File: src/rtl/sobel_mac_pipe_pkg.sv
// -----------------------------------------------------------------------------
// sobel_pkg
//   Shared constants and helpers for the Sobel multiply-accumulate datapath.
//   - Default operand / result widths and tap count for a 3x3 kernel.
//   - Sobel Gx / Gy coefficient tables in raster order.
//   - clog2 for elaboration-time sizing, sat_signed for range clamping.
// -----------------------------------------------------------------------------
package sobel_pkg;

  localparam int SOBEL_A_W   = 11;
  localparam int SOBEL_B_W   = 11;
  localparam int SOBEL_OUT_W = 20;
  localparam int SOBEL_TAPS  = 9;

  localparam int SOBEL_GX [9] = '{-1, 0, 1, -2, 0, 2, -1, 0, 1};
  localparam int SOBEL_GY [9] = '{-1, -2, -1, 0, 0, 0, 1, 2, 1};

  // Wide signed carrier used for saturation decisions; comfortably larger
  // than any accumulator this engine is configured with.
  typedef logic signed [63:0] wide_t;

  function automatic int clog2(input int value);
    int r;
    r = 0;
    while ((1 << r) < value) r++;
    return r;
  endfunction

  // Clamp value into the signed range of a width-bit number.
  function automatic wide_t sat_signed(input wide_t value, input int width);
    wide_t hi;
    wide_t lo;
    hi = (wide_t'(1) <<< (width - 1)) - wide_t'(1);
    lo = -hi - wide_t'(1);
    if (value > hi) return hi;
    if (value < lo) return lo;
    return value;
  endfunction

endpackage

File: src/rtl/sobel_mac_pipe_if.sv
// -----------------------------------------------------------------------------
// sobel_mac_pipe_if
//   Stream bundle of the Sobel MAC engine.
//   Input side : in_valid / in_ready handshake carrying din_a, din_b.
//   Output side: out_valid / out_ready handshake carrying dout, out_ovf.
//   acc_clr    : one-cycle abort of the window in progress.
//   master = producer/consumer environment, slave = the engine.
// -----------------------------------------------------------------------------
interface sobel_mac_pipe_if
  import sobel_pkg::*;
#(
  parameter int A_W   = SOBEL_A_W,
  parameter int B_W   = SOBEL_B_W,
  parameter int OUT_W = SOBEL_OUT_W
);

  logic                    acc_clr;
  logic                    in_valid;
  logic                    in_ready;
  logic signed [A_W-1:0]   din_a;
  logic signed [B_W-1:0]   din_b;
  logic                    out_valid;
  logic                    out_ready;
  logic signed [OUT_W-1:0] dout;
  logic                    out_ovf;

  modport master (
    output acc_clr, in_valid, din_a, din_b, out_ready,
    input  in_ready, out_valid, dout, out_ovf
  );

  modport slave (
    input  acc_clr, in_valid, din_a, din_b, out_ready,
    output in_ready, out_valid, dout, out_ovf
  );

endinterface

File: src/rtl/sobel_mac_pipe_mul.sv
// -----------------------------------------------------------------------------
// sobel_mac_mul_pipe
//   Signed A_W x B_W multiplier with MUL_STAGES register stages and a matching
//   valid shift register. Everything advances on the shared enable adv.
//   Ports: ap_clk, ap_rst, adv (advance), flush (drop all in-flight products),
//          in_fire (a tap enters this cycle), a, b (operands),
//          prod_valid / prod (full-precision product leaving the pipe).
//   With two or more stages the operands are registered first and the
//   product afterwards, which is the shape a DSP48 absorbs (A/B reg, M reg,
//   P reg). Data registers carry no reset so they can live inside the DSP.
// -----------------------------------------------------------------------------
module sobel_mac_mul_pipe
  import sobel_pkg::*;
#(
  parameter  int A_W        = SOBEL_A_W,
  parameter  int B_W        = SOBEL_B_W,
  parameter  int MUL_STAGES = 2,
  localparam int P_W        = A_W + B_W
) (
  input  logic                  ap_clk,
  input  logic                  ap_rst,
  input  logic                  adv,
  input  logic                  flush,
  input  logic                  in_fire,
  input  logic signed [A_W-1:0] a,
  input  logic signed [B_W-1:0] b,
  output logic                  prod_valid,
  output logic signed [P_W-1:0] prod
);

  logic [MUL_STAGES-1:0] vld_reg;

  always_ff @(posedge ap_clk) begin
    if (ap_rst || flush) begin
      vld_reg <= '0;
    end else if (adv) begin
      vld_reg[0] <= in_fire;
      for (int i = 1; i < MUL_STAGES; i++) vld_reg[i] <= vld_reg[i-1];
    end
  end

  assign prod_valid = vld_reg[MUL_STAGES-1];

  generate
    if (MUL_STAGES == 1) begin : g_one
      logic signed [P_W-1:0] p_reg;

      always_ff @(posedge ap_clk) begin
        if (adv) p_reg <= P_W'(a) * P_W'(b);
      end

      assign prod = p_reg;
    end else begin : g_multi
      logic signed [A_W-1:0] a_reg;
      logic signed [B_W-1:0] b_reg;
      logic signed [P_W-1:0] p_reg [MUL_STAGES-1];

      always_ff @(posedge ap_clk) begin
        if (adv) begin
          a_reg    <= a;
          b_reg    <= b;
          p_reg[0] <= P_W'(a_reg) * P_W'(b_reg);
        end
      end

      // Extra stages beyond the product register retime the result.
      for (genvar gi = 1; gi < MUL_STAGES - 1; gi++) begin : g_dly
        always_ff @(posedge ap_clk) begin
          if (adv) p_reg[gi] <= p_reg[gi-1];
        end
      end

      assign prod = p_reg[MUL_STAGES-2];
    end
  endgenerate

endmodule

File: src/rtl/sobel_mac_pipe.sv
// -----------------------------------------------------------------------------
// sobel_mac_pipe
//   Pipelined signed multiply-accumulate engine: one (pixel, coefficient) tap
//   per beat, TAPS consecutive products summed into one result per window,
//   result clamped (SAT=1) or wrapped (SAT=0) to OUT_W bits.
//   Ports: ap_clk, ap_rst (synchronous, active high),
//          bus (slave side of sobel_mac_pipe_if: taps in, window sums out).
//   A single enable adv = !out_valid || out_ready moves the whole pipe, so a
//   stalled output freezes every stage, the tap counter and the accumulator.
// -----------------------------------------------------------------------------
module sobel_mac_pipe
  import sobel_pkg::*;
#(
  parameter int A_W        = SOBEL_A_W,
  parameter int B_W        = SOBEL_B_W,
  parameter int MUL_STAGES = 2,
  parameter int TAPS       = SOBEL_TAPS,
  parameter int OUT_W      = SOBEL_OUT_W,
  parameter bit SAT        = 1'b1
) (
  input  logic            ap_clk,
  input  logic            ap_rst,
  sobel_mac_pipe_if.slave bus
);

  localparam int P_W   = A_W + B_W;
  localparam int ACC_W = P_W + clog2(TAPS);
  localparam int CNT_W = (TAPS > 1) ? clog2(TAPS) : 1;
  localparam logic [CNT_W-1:0] LAST_TAP = CNT_W'(TAPS - 1);

  logic                    adv;
  logic                    in_fire;
  logic                    prod_valid;
  logic signed [P_W-1:0]   prod;

  logic [CNT_W-1:0]        tap_cnt_reg;
  logic signed [ACC_W-1:0] acc_reg;
  logic signed [ACC_W-1:0] acc_next;
  wide_t                   acc_wide;
  wide_t                   acc_sat;

  logic                    out_valid_reg;
  logic signed [OUT_W-1:0] dout_reg;
  logic signed [OUT_W-1:0] dout_next;
  logic                    out_ovf_reg;
  logic                    ovf_next;

  assign adv          = !out_valid_reg || bus.out_ready;
  assign bus.in_ready = adv && !bus.acc_clr && !ap_rst;
  assign in_fire      = bus.in_valid && bus.in_ready;

  sobel_mac_mul_pipe #(
    .A_W        (A_W),
    .B_W        (B_W),
    .MUL_STAGES (MUL_STAGES)
  ) u_mul (
    .ap_clk     (ap_clk),
    .ap_rst     (ap_rst),
    .adv        (adv),
    .flush      (bus.acc_clr),
    .in_fire    (in_fire),
    .a          (bus.din_a),
    .b          (bus.din_b),
    .prod_valid (prod_valid),
    .prod       (prod)
  );

  // First product of a window replaces the accumulator instead of adding,
  // so the next window can start the cycle right after the last one closes.
  // Out-of-range detection is the same for both modes: the value differs
  // from its clamp exactly when the discarded bits are not a sign extension.
  always_comb begin
    acc_next = ACC_W'(prod);
    if (tap_cnt_reg != '0) acc_next = acc_reg + ACC_W'(prod);
    acc_wide  = wide_t'(acc_next);
    acc_sat   = sat_signed(acc_wide, OUT_W);
    ovf_next  = (acc_sat != acc_wide);
    dout_next = SAT ? acc_sat[OUT_W-1:0] : acc_wide[OUT_W-1:0];
  end

  always_ff @(posedge ap_clk) begin
    if (ap_rst) begin
      tap_cnt_reg   <= '0;
      acc_reg       <= '0;
      out_valid_reg <= 1'b0;
      dout_reg      <= '0;
      out_ovf_reg   <= 1'b0;
    end else begin
      if (out_valid_reg && bus.out_ready) out_valid_reg <= 1'b0;

      // Abort beats a window-completing product in the same cycle; the
      // already finished result in the output register is left alone.
      if (bus.acc_clr) begin
        tap_cnt_reg <= '0;
        acc_reg     <= '0;
      end else if (adv && prod_valid) begin
        acc_reg <= acc_next;
        if (tap_cnt_reg == LAST_TAP) begin
          tap_cnt_reg   <= '0;
          out_valid_reg <= 1'b1;
          dout_reg      <= dout_next;
          out_ovf_reg   <= ovf_next;
        end else begin
          tap_cnt_reg <= tap_cnt_reg + CNT_W'(1);
        end
      end
    end
  end

  assign bus.out_valid = out_valid_reg;
  assign bus.dout      = dout_reg;
  assign bus.out_ovf   = out_ovf_reg;

endmodule

File: src/flat_wrapper.sv
// flat-port wrapper written by rule: the top's interface ports become plain ports
module sobel_mac_pipe_flat import sobel_pkg::*;
#(
  parameter int A_W        = SOBEL_A_W,
  parameter int B_W        = SOBEL_B_W,
  parameter int MUL_STAGES = 2,
  parameter int TAPS       = SOBEL_TAPS,
  parameter int OUT_W      = SOBEL_OUT_W,
  parameter bit SAT        = 1'b1
)
  (ap_clk, ap_rst, bus_acc_clr, bus_in_valid, bus_din_a, bus_din_b, bus_out_ready, bus_in_ready, bus_out_valid, bus_dout, bus_out_ovf);
  sobel_mac_pipe_if #(.A_W(A_W), .B_W(B_W), .OUT_W(OUT_W)) bus_i ();
  input  logic ap_clk;
  input  logic ap_rst;
  input wire logic [$bits(bus_i.acc_clr)-1:0] bus_acc_clr;
  input wire logic [$bits(bus_i.in_valid)-1:0] bus_in_valid;
  input wire logic [$bits(bus_i.din_a)-1:0] bus_din_a;
  input wire logic [$bits(bus_i.din_b)-1:0] bus_din_b;
  input wire logic [$bits(bus_i.out_ready)-1:0] bus_out_ready;
  output wire logic [$bits(bus_i.in_ready)-1:0] bus_in_ready;
  output wire logic [$bits(bus_i.out_valid)-1:0] bus_out_valid;
  output wire logic [$bits(bus_i.dout)-1:0] bus_dout;
  output wire logic [$bits(bus_i.out_ovf)-1:0] bus_out_ovf;
  assign bus_i.acc_clr = bus_acc_clr;
  assign bus_i.in_valid = bus_in_valid;
  assign bus_i.din_a = bus_din_a;
  assign bus_i.din_b = bus_din_b;
  assign bus_i.out_ready = bus_out_ready;
  assign bus_in_ready = bus_i.in_ready;
  assign bus_out_valid = bus_i.out_valid;
  assign bus_dout = bus_i.dout;
  assign bus_out_ovf = bus_i.out_ovf;
  sobel_mac_pipe #(.A_W(A_W), .B_W(B_W), .MUL_STAGES(MUL_STAGES), .TAPS(TAPS), .OUT_W(OUT_W), .SAT(SAT)) u_core (.ap_clk(ap_clk), .ap_rst(ap_rst), .bus(bus_i));
endmodule
File: config.mk
export PLATFORM = sky130hd
export DESIGN_NAME = sobel_mac_pipe_flat
export DESIGN_NICKNAME = d
export VERILOG_FILES = /design/src/rtl/sobel_mac_pipe_pkg.sv /design/src/rtl/sobel_mac_pipe_if.sv /design/src/rtl/sobel_mac_pipe_mul.sv /design/src/rtl/sobel_mac_pipe.sv /design/src/flat_wrapper.sv
export SDC_FILE = /design/constraint.sdc
export NUM_CORES = 1
export LEC_CHECK = 0
export CAP_MARGIN = 5
export CELL_PAD_IN_SITES_DETAIL_PLACEMENT = 0
export CELL_PAD_IN_SITES_GLOBAL_PLACEMENT = 1
export CORE_MARGIN = 3
export CORE_UTILIZATION = 40
export DETAILED_ROUTE_END_ITERATION = 10
export GPL_ROUTABILITY_DRIVEN = 0
export GPL_TIMING_DRIVEN = 0
export PLACE_DENSITY_LB_ADDON = 0.1
export SLEW_MARGIN = 20
export SYNTH_ARGS = -nofsm -noshare
export SYNTH_HDL_FRONTEND = slang
export SYNTH_HIERARCHICAL = 1
export SYNTH_SLANG_ARGS = --single-unit
File: constraint.sdc
create_clock -name ap_clk -period 5.5 [get_ports ap_clk]
set_input_delay 0.825 -clock ap_clk [delete_from_list [all_inputs] [get_ports ap_clk]]
set_output_delay 0.825 -clock ap_clk [all_outputs]
set_load 0.02 [all_outputs]
Word level (Yosys, flattened, before mapping)
Memory sizes are Yosys's and may differ from the RTL's.
Cells that the tools add are included.

storage, ports and cells
  bits in writable memories = 22
  register bits after elaboration = 76
  memories kept = 1
  input port bits = 27

memory list
  memory                      depth  width  read ports  clocked after memory_dff  write ports  line                      text
  u_core.u_mul.g_multi.p_reg  1      22     1           0                         1            sobel_mac_pipe_mul.sv:56  logic signed [P_W-1:0] p_reg [MUL_STAGES-1];

operators by class
  mux-type cells = 15
  bitwise gates (word level) = 1
  $mul = 1
  add/subtract/negate cells = 2
  magnitude comparators = 2
  reductions and logical operators = 13
  equal/unequal tests = 2

operators with widths
  cell                                                          number
  two-way mux 64 bit                                            4
  inequality test 64 x 26 -> 1 bit                              1
  adder 26 x 22 -> 26 bit                                       1
  > comparator 26 x 20 -> 1 bit, second input constant          1
  less-than comparator 26 x 20 -> 1 bit, second input constant  1
  two-way mux 26 bit                                            1
  multiplier 11 x 11 -> 22 bit                                  1
  two-way mux 1 bit                                             9
  logical AND 1 bit                                             5
  adder 4 x 1 -> 4 bit, second input constant                   1
  == test 4 bit, second input constant                          1
  two-way mux 4 bit                                             1
  nonzero test 4 bit                                            1
  zero test 1 bit                                               3
  AND reduction 3 bit                                           1
  logical OR 1 bit                                              2
  OR reduction 2 bit                                            1
  inverter 1 bit                                                1

Depth between registers and ports, before layout
  depth in word-level cells = 8
  gate-level depth with buffers = 19

By module
The synthesis kept the hierarchy.

by module, submodules not included
  module              area each (µm²)  cells an instance  instances
  sobel_mac_mul_pipe  6336.1           622                1
  sobel_mac_pipe      4106.4           533                1

Least setup slack after synthesis
OpenSTA, ideal clock, no wires.

  path kind = flip-flop to flip-flop
  from = reg u_core.u_mul.g_multi.a_reg[3]
  to = mem u_core/u_mul/g_multi.p_reg[0][19] in the netlist's numbering, data pin
  arrival = 5175 ps
  clock period less this slack = 5310 ps
  data required time = 5365 ps
  setup slack = 190 ps
  path buffers = 1
  stages on the path, launching flop included = 19
  cells stage by stage = edfxtp_1 clkbuf_1 and2_1 fa_1 inv_1 fa_1 inv_1 fa_1 fa_1 inv_1 fa_1 inv_1 ha_1 and4_4 and2_4 a2111oi_4 nor3_2 or4_1 nand3_1

between the ends
  cells in the longest elaborated chain, start to end = 1

ends and longest elaborated chain
  what                          line                      text
  from (decl)                   sobel_mac_pipe_mul.sv:54  logic signed [A_W-1:0] a_reg;
  from (signal assigned)        sobel_mac_pipe_mul.sv:60  a_reg <= a;
  multiplier 11 x 11 -> 22 bit  sobel_mac_pipe_mul.sv:62  p_reg[0] <= P_W'(a_reg) * P_W'(b_reg);
  to (decl)                     sobel_mac_pipe_mul.sv:56

No other way between the ends.

Worst setup path in the final report
  from = reg u_core.u_mul.g_multi.b_reg[9]
  to = mem u_core/u_mul/g_multi.p_reg[0][17] in the netlist's numbering, data pin

between the ends
  cells in the longest elaborated chain, start to end = 1

ends and longest elaborated chain
  what                          line                      text
  from (decl)                   sobel_mac_pipe_mul.sv:55  logic signed [B_W-1:0] b_reg;
  from (signal assigned)        sobel_mac_pipe_mul.sv:61  b_reg <= b;
  multiplier 11 x 11 -> 22 bit  sobel_mac_pipe_mul.sv:62

No other way between the ends.

==> impl_metrics.tcl <==
set metrics [dict create \
    setup_viol 0 \
    critPathTopFamily "adder cells" \
    largest_reg_flops 26 \
    drc 0 \
    place_area_sq_mm 0.0114 \
    r2r-start "u_core/u_mul/g_multi.b_reg[9]" \
    crit_type "reg -> reg" \
    core_sq_mm 0.0254 \
    p_per_area_mw_per_mm2 499 \
    reg2reg_to "u_core/u_mul/g_multi.p_reg[0][17]" \
    synth_fa_ha_area_share_pct 31.6 \
    outcome "complete, no violations" \
    crit_arrival_ps 5400 \
    synthSimpleGateAreaFrac_pct 18.5 \
    slowest_stage "fa_1" \
    max_clock_freq_ghz 0.189 \
    die_w_um 168 \
    ys_seq_elements 98 \
    area_growth_pct 15.0 \
    p_leak_nw 5.16 \
    dpl.cell_count 1534 \
    first_global_vias 8383 \
    rows 58 \
    drt_first_pass_iters 5 \
    endpoint "u_core/u_mul/g_multi.p_reg[0][17]" \
    synth_top_family_by_area "adder cells" \
    maxCapViolCount 0 \
    hold_buffers 0 \
    path_buf_inv 4 \
    yosysUniqueCellTypes 79 \
    finalMaxSlewViolations 0 \
    finClkSkew_ps 21.7 \
    crit_cells 16 \
    grt_max_degree 52 \
    cts_max_path_buffers 2 \
    crit_top_cell "fa_1" \
    hold_viol 0 \
    async_flop_share_pct 0 \
    dieArea_sq_mm 0.0281 \
    clkLatencyLatePin_ps 360 \
    cpPeakStageDelay_ps 570 \
    h-tree-depth 3 \
    io_pins 50 \
    switching_share_pct 45.8 \
    seqCellArea_sq_mm 0.00240 \
    yosysSeqAreaShare_pct 23.0 \
    hold_path_class "reg -> reg" \
    drtIter0Drc 361 \
    grt_pass1_wl_mm 42.8 \
    overflow 0 \
    drtAntennaViolNets 0 \
    crit_start "u_core/u_mul/g_multi.b_reg[9]" \
    cts_root_buffer "clkbuf_16" \
    slew_headroom_pct 41.3 \
    syn_area_sq_mm 0.0104 \
    final_layout_size_suffix_gt1_share_pct 10.8 \
    crit_path_end_kind "flip-flop" \
    start_kind "flip-flop" \
    r2r_slack_ps 200 \
    synth-edff-count 44 \
    cts_buffers 9 \
    synth.avg_cell_area_sq_um 9.04 \
    seq_power_share_pct 18.1 \
    synth_compound_area_share_pct 15.6 \
    cts_tree "built" \
    worst-path-max-fanout 7 \
    synthMuxAreaShare_pct 0.863 \
    switchingPower_w 0.00275 \
    setup_tns_ps 0 \
    layout_min_cycle_time_ps 5300 \
    path_clk_slew_ps 80 \
    netlist_instances 1155 \
    stdcell_count 1577 \
    required_ps 5600 \
    start_util_pct 41.1 \
    period_share_pct 96.3 \
    avgRoutedWirePerCell_um 16.1 \
    cts_num_sinks 98 \
    via_count 8058 \
    finalWirelength_mm 25.3 \
    worstMarginPinSlew_ps 877 \
    ff2ff_path_depth 16 \
    ys_warn_count 6 \
    dp_hpwl_mm 20.4 \
    syn_nets 1375 \
    antenna_found_initial 0 \
    ir_worst_vdd_uv 347 \
    synth-xor-area-share_pct 2.31 \
    stdcell_area_sq_mm 0.0120 \
    crit_chain "buf_4 > and2_1 > fa_1 > fa_1 > fa_1 > fa_1 > inv_1 > fa_1 > inv_1 > ha_1 > or2_2 > a2111oi_4 > buf_4 > o21bai_1 > a211oi_2 > nor3_1" \
    power_frac_clock_pct 10.8 \
    fillCellCount 2502 \
    antenna_cells 0 \
    nets 1462 \
    p_int_w 0.00325 \
    power_w 0.00600 \
    multi_input_area_sq_mm 0.00728 \
    ys.flop_type "dfxtp_1" \
    combPwrFrac_pct 71.0 \
    io_buffers 49 \
    grt_use_total_pct 18.7 \
    via_per_inst 5.11 \
    die_y_um 168 \
]
-- tightest hold or removal path, stage by stage, from the launching register on --
cell and delay [ps]:
dfxtp_1 320, nand2_1 50, a21oi_1 50
-- stage by stage --
step	hold slack (ps)	setup WS (ps)	utilization (%)
floorplan	440	190	-
global placement	441	-264	44.7
detailed placement	449	-313	44.7
CTS	462	7.32	46.6
global route	494	-3.55	47.3
finish	462	201	47.3
-- power by group through the flow --
| stage | Clock, W | Sequential, W | Combinational [W] |
|---|---|---|---|
| final | 0.000650 | 0.00109 | 0.00426 |
| after floorplan | 0 | 0.00106 | 0.00323 |
| after global routing | 0.000708 | 0.00110 | 0.00490 |
| after global placement | 0 | 0.00109 | 0.00396 |
| after detailed placement | 0 | 0.00110 | 0.00399 |
| after CTS | 0.000676 | 0.00109 | 0.00417 |
-- synthesized netlist by cell type, types with 16 or more instances --
cell / count / area (sq um)
a211oi_1: 31 / 233
nand2b_1: 16 / 100
o21ai_0: 41 / 205
and2_1: 65 / 407
a21oi_1: 64 / 320
ha_1: 75 / 938
dfxtp_1: 54 / 1080
nor2_1: 82 / 308
inv_1: 165 / 619
edfxtp_1: 44 / 1320
fa_1: 118 / 2360
nor3_1: 16 / 80.1
clkbuf_1: 43 / 161
nand2_1: 115 / 432
or2_2: 18 / 113
-- metal layers --
layer | part of all wire [%] | GRT usage [%] | vias up
li1 | - | - | 4027
met1 | 45 | 24.3 | 3866
met2 | 50 | 33.6 | 150
met3 | 3.6 | 2.38 | 15
met4 | 1.1 | 3.38 | 0
met5 | 0 | 0 | -
-- cell usage in the layout (no fill, tap or decap), types with 13 or more instances in the layout --
master / n
inv_1: 164
nand2_1: 115
fa_1: 115
nor2_1: 82
ha_1: 72
and2_1: 64
a21oi_1: 63
dfxtp_1: 54
clkdlybuf4s50_1: 50
edfxtp_1: 44
o21ai_0: 41
buf_4: 40
a211oi_1: 30
clkbuf_1: 24
or2_2: 18
nor3_1: 16
nand2b_1: 15
a211oi_2: 13
xnor2_1: 13
-- final cells by class --
cell class,instances,share of cell area (%)
Clock buffer,10,1.99
Inverter,165,5.16
Sequential cell,98,20.0
Buffer,40,1.85
Timing Repair Buffer,87,6.47
Tap cell,330,3.44
Clock inverter,6,0.510
Multi-Input combinational cell,841,60.6
-- what timing repair did --
item | in CTS | in global routing
gates cloned | 0 | 1
gates resized for setup | 17 | 22
buffers inserted | 21 | 16
pin swaps | 2 | 10
setup endpoints to repair | 5 | 6
-- how the worst min path moves through the flow --
stage	start	endpoint	slack, ps	cells past startpoint
after CTS	u_core/bus.dout[19]	u_core/bus.dout[19]	460	2
after floorplan	u_core/acc_reg[15]	u_core/acc_reg[15]	440	2
after detailed placement	u_core/bus.dout[19]	u_core/bus.dout[19]	450	2
after global placement	u_core/bus.dout[19]	u_core/bus.dout[19]	440	2
final	u_core/bus.dout[19]	u_core/bus.dout[19]	460	2
after global routing	u_core/bus.dout[19]	u_core/bus.dout[19]	490	2
-- cells by family (layout without fill, tap and decap cells) --
kind of cell	after synthesis	after routing
fa+ha+maj	193	193
compound gates	235	235
buf+inv	216	308
mux	9	9
flops	98	98
simple gates	378	378
xor+xnor	26	26
(Power assumes the default switching activity.)
